<file path="config.mk">
export PLATFORM = sky130hd
export DESIGN_NAME = leb128_stream_decoder
export DESIGN_NICKNAME = d
export VERILOG_FILES = /design/src/rtl/leb128_pkg.sv /design/src/rtl/leb128_stream_decoder.sv
export SDC_FILE = /design/constraint.sdc
export NUM_CORES = 1
export LEC_CHECK = 0
export CORE_MARGIN = 2
export CORE_UTILIZATION = 40
export CTS_CLUSTER_DIAMETER = 60
export CTS_CLUSTER_SIZE = 28
export DETAILED_ROUTE_END_ITERATION = 8
export DONT_BUFFER_PORTS = 1
export PLACE_DENSITY_LB_ADDON = 0.12
export SYNTH_ARGS = -nofsm -noshare
export SYNTH_HDL_FRONTEND = slang
export SYNTH_SLANG_ARGS = --single-unit
</file>
<file path="constraint.sdc">
create_clock -name clk -period 6 [get_ports clk]
set_clock_uncertainty 0.2 [all_clocks]
set_input_delay 1.5 -clock clk [delete_from_list [all_inputs] [get_ports clk]]
set_output_delay 1.5 -clock clk [all_outputs]
set_load 0.01 [all_outputs]
</file>
<file path="src/rtl/leb128_pkg.sv">
// ---------------------------------------------------------------------------
// leb128_pkg : shared types and constants for the LEB128 stream decoder
// Revision   : 1.0
// ---------------------------------------------------------------------------
`default_nettype none

package leb128_pkg;

  typedef enum logic [1:0] {
    IDLE  = 2'd0,
    ACCUM = 2'd1,
    DONE  = 2'd2
  } leb_state_t;

  localparam int LEB_PAYLOAD_W = 7;
  localparam int LEB_CONT_BIT  = 7;

  function automatic bit leb_max_bytes_ok(input int n);
    return (n >= 1) && (n <= 10);
  endfunction

endpackage

`default_nettype wire

</file>
<file path="src/rtl/leb128_stream_decoder.sv">
// ---------------------------------------------------------------------------
// leb128_stream_decoder : valid/ready LEB128 byte-stream to integer decoder
// Revision              : 1.0
// ---------------------------------------------------------------------------
`default_nettype none

module leb128_stream_decoder
  import leb128_pkg::*;
#(
  parameter int MAX_BYTES = 8,
  parameter int OUT_W     = 7 * MAX_BYTES,
  parameter int CNT_W     = $clog2(MAX_BYTES + 1)
) (
  input  logic             clk,
  input  logic             rst_n,
  input  logic             start,
  input  logic             abort,
  input  logic             in_valid,
  output logic             in_ready,
  input  logic [7:0]       in_byte,
  output logic [OUT_W-1:0] value,
  output logic [CNT_W-1:0] num_bytes,
  output logic             err_overflow,
  output logic             value_valid,
  input  logic             value_ready,
  output logic             busy
);

  localparam logic [1:0] c_st_idle  = IDLE;
  localparam logic [1:0] c_st_accum = ACCUM;
  localparam logic [1:0] c_st_done  = DONE;
  localparam int         c_lsb_w    = (OUT_W > 1) ? $clog2(OUT_W) : 1;

  generate
    if (!leb_max_bytes_ok(MAX_BYTES) || (OUT_W != LEB_PAYLOAD_W * MAX_BYTES)) begin : g_param_check
      $error("leb128_stream_decoder: MAX_BYTES must be 1..10 and OUT_W must equal 7*MAX_BYTES");
    end
  endgenerate

  logic [1:0]         r_state;
  logic [OUT_W-1:0]   r_acc;
  logic [CNT_W-1:0]   r_cnt;
  logic               r_ovf;
  logic               r_valid;

  logic               w_in_ready;
  logic               w_accept;
  logic               w_last_slot;
  logic [c_lsb_w-1:0] w_lsb;

  assign w_in_ready  = !abort && (((r_state == c_st_idle) && start) || (r_state == c_st_accum));
  assign w_accept    = in_valid && w_in_ready;
  assign w_last_slot = (r_cnt == CNT_W'(MAX_BYTES - 1));
  assign w_lsb       = c_lsb_w'(r_cnt) * c_lsb_w'(LEB_PAYLOAD_W);

  // acc/cnt are always zero in IDLE (reset, abort and handshake all clear
  // them), so a start+accept cycle can OR the first payload in directly.
  always_ff @(posedge clk or negedge rst_n) begin
    if (!rst_n) begin
      r_state <= c_st_idle;
      r_acc   <= '0;
      r_cnt   <= '0;
      r_ovf   <= 1'b0;
      r_valid <= 1'b0;
    end else if (abort) begin
      r_state <= c_st_idle;
      r_acc   <= '0;
      r_cnt   <= '0;
      r_ovf   <= 1'b0;
      r_valid <= 1'b0;
    end else if (w_accept) begin
      r_acc[w_lsb +: LEB_PAYLOAD_W] <= r_acc[w_lsb +: LEB_PAYLOAD_W] | in_byte[LEB_PAYLOAD_W-1:0];
      r_cnt <= r_cnt + CNT_W'(1);
      if (!in_byte[LEB_CONT_BIT]) begin
        r_state <= c_st_done;
        r_valid <= 1'b1;
        r_ovf   <= 1'b0;
      end else if (w_last_slot) begin
        r_state <= c_st_done;
        r_valid <= 1'b1;
        r_ovf   <= 1'b1;
      end else begin
        r_state <= c_st_accum;
      end
    end else if ((r_state == c_st_idle) && start) begin
      r_state <= c_st_accum;
      r_acc   <= '0;
      r_cnt   <= '0;
    end else if ((r_state == c_st_done) && value_ready) begin
      r_state <= c_st_idle;
      r_acc   <= '0;
      r_cnt   <= '0;
      r_ovf   <= 1'b0;
      r_valid <= 1'b0;
    end
  end

  assign in_ready     = w_in_ready;
  assign busy         = (r_state != c_st_idle);
  assign value        = r_acc;
  assign num_bytes    = r_cnt;
  assign err_overflow = r_ovf;
  assign value_valid  = r_valid;

endmodule

`default_nettype wire

</file>
Word level (Yosys, flattened, before mapping) --
Cells that the tools add are included.
Operators by class: equal/unequal tests 5, reduce and logical (&&, ||, !) cells 11, bitwise logic cells 1, $add $sub $neg 2, $mul 1, mux-type cells 24, shifts and indexed selects 3
Operator list (number):
- 2-to-1 mux 56 bit | 4
- bitwise mux 56 bit | 1
- variable shift 7 x 8 -> 56 bit (first input constant) | 1
- indexed part select 56 x 7 -> 7 bit | 1
- indexed part select 7 x 8 -> 56 bit | 1
- 2-to-1 mux 4 bit | 4
- 2-to-1 mux 2 bit | 6
- 2-to-1 mux 1 bit | 9
- negation 6 -> 8 bit | 1
- OR 7 bit | 1
- multiplier 4 x 3 -> 6 bit (second input constant) | 1
- adder 4 x 1 -> 4 bit (second input constant) | 1
- equality test 4 x 3 -> 1 bit (second input constant) | 1
- logical AND 1 bit | 4
- inequality test 4 x 3 -> 1 bit (second input constant) | 1
- nonzero test 4 bit | 1
- inequality test 3 bit (second input constant) | 1
- AND reduction 3 bit | 1
- nonzero test 3 bit | 1
- equality test 2 x 1 -> 1 bit (second input constant) | 1
- equality test 2 bit (second input constant) | 1
- logical NOT 2 bit | 1
- nonzero test 2 bit | 1
- logical NOT 1 bit | 1
- logical OR 1 bit | 1
Storage, ports and cells: word-level logic and storage cells 52, register bits after elaboration 64, bits of input ports 14, output and inout bits 64

Longest topological paths before layout --
depth after elaboration 7, mapped depth 17

Worst setup path after synthesis --
OpenSTA, ideal clock, no wires.
path kind flip-flop to flip-flop, start reg r_cnt[1] (netlist: num_bytes[1]), end reg r_acc[25] (netlist: value[25]), cell stages (with the launch flop) 15, buffers on the path 1, required time 5678 ps, period minus slack after synthesis 4372 ps, arrival 4050 ps, library setup time 122 ps, setup slack 1628 ps, cell sequence dfrtp_1 fa_1 ha_1 inv_1 fa_1 buf_2 nor3b_1 nand3_1 a21o_1 and2_1 o31ai_4 o211a_4 mux2i_1 a211o_1 a32o_1
On the way: longest elaborated chain between the ends 7, elaborated cells between the ends (all ways) 9
Ends and longest elaborated chain:
- start, declared | RTL line leb128_stream_decoder.sv:42 | logic [CNT_W-1:0] r_cnt;
- start signal, assigned | RTL line leb128_stream_decoder.sv:73 | r_cnt <= r_cnt + CNT_W'(1);
- multiplier 4 x 3 -> 6 bit (*) | RTL line leb128_stream_decoder.sv:54 | assign w_lsb = c_lsb_w'(r_cnt) * c_lsb_w'(LEB_PAYLOAD_W);
- indexed part select 56 x 7 -> 7 bit | RTL line leb128_stream_decoder.sv:72 | r_acc[w_lsb +: LEB_PAYLOAD_W] <= r_acc[w_lsb +: LEB_PAYLOAD_W] | in_byte[LEB_PAYLOAD_W-1:0];
- OR 7 bit | RTL line leb128_stream_decoder.sv:72
- indexed part select 7 x 8 -> 56 bit | RTL line leb128_stream_decoder.sv:72
- bitwise mux 56 bit (*) | RTL line leb128_stream_decoder.sv:72
- 2-to-1 mux 56 bit (*) | RTL line leb128_stream_decoder.sv:71 | end else if (w_accept) begin
- 2-to-1 mux 56 bit (*) | RTL line leb128_stream_decoder.sv:65 | end else if (abort) begin
- end signal, assigned by index | RTL line leb128_stream_decoder.sv:72
- end, declared | RTL line leb128_stream_decoder.sv:41 | logic [OUT_W-1:0] r_acc;
Every way passes the cells marked *; elsewhere a longest branch is shown, timed or not. A chain may end at the register's enable or synchronous reset.

Worst setup path in the final report --
start reg r_cnt[1] (netlist: num_bytes[1]), end reg r_acc[30] (netlist: value[30])
Same word-level chain as after synthesis.

==> impl_metrics.py <==
metrics = {
    "power_and_ir_drop": {
        "ir_worst_vdd_v": 0.000176,
        "p_comb_frac": 0.498,
        "seqPwrFrac": 0.227,
        "p_sw_frac": 0.470,
        "power_density_nw_per_um2": 278,
        "leakage_uw": 0.00282,
        "internal-power_uw": 1150,
        "power.switching_uw": 1020,
        "clkPwrFrac": 0.275,
    },
    "synthesis": {
        "syn_inst": 852,
        "yosysSeqAreaShare": 0.221,
        "yosys_register_bits": 64,
        "syn_area_per_cell_sq_um": 8.51,
        "synth.distinct_cells": 90,
        "synth_area_sq_um": 7250,
        "async_flop_share": 1.00,
        "syn_nets": 879,
        "synth_edf_count": 0,
        "synth_ff_type": "dfrtp_1",
        "yosys_warnings": 0,
    },
    "worst_setup_path": {
        "required_ns": 6.01,
        "end_kind": "flip-flop",
        "path_class": "flip-flop to flip-flop",
        "reg2reg_from": "num_bytes[1]",
        "r2r-end": "value[30]",
        "critPathLaunchType": "flip-flop",
        "critPathArrivalTime_ns": 5.32,
        "reg2reg_setup_slack_ns": 0.69,
        "path_max_fanout": 16,
        "r2r_cells": 14,
    },
    "sta": {
        "worst_pin_slew_ns": 1.08,
        "tns_ns": 0,
        "rsz0062_at_grt": "false",
        "fin_crit_ns": 5.31,
        "max_freq_ghz": 0.188,
        "finalCritPeriodShare": 0.884,
        "slew_viol_final": 0,
        "relSlewSlack": 0.280,
        "setup_violations": 0,
        "hold_viol": 0,
    },
    "final_layout": {
        "area_growth_syn_to_layout_pct": 8.04,
        "final_cell_mix": "89 x nand2_1, 70 x mux2i_1, 66 x nor2_1, 63 x dfrtp_1, 51 x nand3_1",
        "diodes": 0,
        "nNetsFinal": 868,
        "layout_commonest_cell": "nand2_1",
        "fill_cells": 1795,
        "finalNonFillerCells": 1075,
        "drive_gt1_frac": 0.145,
    },
    "floorplanning": {
        "die_h_microns": 139,
        "fp.coreArea_sq_um": 17900,
        "ios": 78,
        "core.rowCount": 49,
        "die_w_microns": 139,
        "die-area_sq_um": 19200,
        "start_util": 0.405,
    },
    "global_route": {
        "antenna_found_initial": 0,
        "grt_use_total": 0.371,
        "grt-ovfl-total": 0,
        "grt_max_degree": 69,
        "grt_pass1_wl_microns": 53800,
        "grt_pass1_vias": 7767,
    },
    "placed_design": {
        "portBuffers": 0,
        "dp.cells": 1059,
        "gp_congestion": 1.01,
        "hpwlAfterDp_microns": 27200,
    },
    "drt": {
        "vias": 8069,
        "routed_wl_microns": 36100,
        "wl_per_cell_microns": 33.6,
        "via_per_inst": 7.51,
        "firstDrtPassIters": 6,
        "drc": 0,
        "drt-initial-drc-count": 1004,
        "ant_nets": 0,
    },
    "cts": {
        "cts_tree": "yes",
        "htreeDepth": 3,
        "clkTransAtPathRegs_ns": 0.06,
        "postCtsSetupBuffers": 0,
        "clock_path_buffers": 2,
        "hold_buffers": 0,
        "cts_sinks": 64,
        "cts_resized": 0,
        "cts_buffers": 9,
        "clockRootBuffer": "clkbuf_16",
        "clock_latency_ns": 0.34,
    },
    "hold_path": {
        "holdCritPathClass": "flip-flop to flip-flop",
        "holdPathStages": 1,
        "min_from": "err_overflow",
        "hold_path_end": "err_overflow",
    },
    "flow_run": {
        "cap_violations": 0,
    },
    "run_status": {
        "status": "finished clean",
    },
}
[flip-flops by register name, summed over array words and instances (netlist names)]
register      flops
err_overflow      1
num_bytes         4
r_state           2
value            56
value_valid       1
[Yosys cell counts, types with 15 or more instances]
cell type	n	area (sq um)
nand3_1	51	255
mux2i_1	70	701
mux4_2	33	743
a21oi_1	45	225
dfrtp_1	64	1600
clkbuf_1	27	101
a22oi_1	28	210
inv_1	19	71.3
o22ai_1	15	93.8
o21ai_0	48	240
nor3_1	31	155
o211ai_1	21	158
nor2_1	66	248
nand2_1	89	334
buf_2	17	85.1
[how the worst max path moves through the flow]
stage                       from         to  depth (start not counted)
finish              num_bytes[1]  value[30]                         14
global placement    num_bytes[1]  value[14]                         14
CTS                 num_bytes[1]  value[30]                         14
global route        num_bytes[1]  value[39]                         14
floorplan           num_bytes[1]  value[25]                         14
detailed placement  num_bytes[1]  value[30]                         14
[area by class of cell]
cell class              count  area [sq um]  share of cell area
repair buffers             37           278              0.0355
clock inverters             6          90.1              0.0115
flip-flops and latches     64          1610               0.205
inverters                  20          75.1             0.00958
well taps                 229           287              0.0366
multi-input cells         709          5260               0.671
clock buffers              10           239              0.0305
[logic make-up (layout without fill, tap and decap cells)]
kind of cell             count (synthesis)  in the layout  synth area share
XOR/XNOR                                 6              6           0.00725
AND/OR/NAND/NOR                        301            301             0.198
AO/OA/AOI/OAI                          277            277             0.279
multiplexers                           112            112             0.213
adder cells (fa/ha/maj)                 13             13            0.0266
buffers and inverters                   79             73            0.0554
flip-flops                              64             64             0.221
[critical path: stages (launching register included)]
cell,delay [ns]
dfrtp_1,0.53
fa_1,0.58
ha_2,0.19
inv_1,0.07
fa_1,0.70
nor3b_1,0.56
nand3_1,0.30
a21o_1,0.23
buf_4,0.19
and2_1,0.21
a211o_1,0.32
nand2b_1,0.19
a221o_1,0.43
a32oi_2,0.34
o21ai_1,0.14
[power by group through the flow]
stage          clock network, uW  logic (uW)  registers, uW
2_1_floorplan                  0         710            479
3_3_place_gp                   0        1050            499
3_5_place_dp                   0        1040            500
4_1_cts                      597        1050            492
5_1_grt                      619        1140            495
6_report                     598        1090            494
[per-layer routing]
| metal | GRT usage | vias up | share of wire |
|---|---|---|---|
| met2 | 0.593 | 570 | 0.46 |
| met4 | 0.158 | 0 | 0.048 |
| met5 | 0 | - | 0 |
| li1 | - | 3304 | - |
| met3 | 0.0608 | 107 | 0.095 |
| met1 | 0.500 | 4088 | 0.40 |
[stage by stage]
stage	hold WS, ns	area [sq um]	util	setup WS (ns)	power [uW]
6_report	0.374	7830	0.438	0.693	2180
5_1_grt	0.388	7830	0.438	0.404	2250
3_3_place_gp	0.357	7500	0.419	0.871	1550
2_1_floorplan	0.318	7250	-	1.63	1190
3_5_place_dp	0.362	7500	0.419	0.820	1540
4_1_cts	0.378	7830	0.438	0.806	2140
Power figures use the tool's default switching activity.
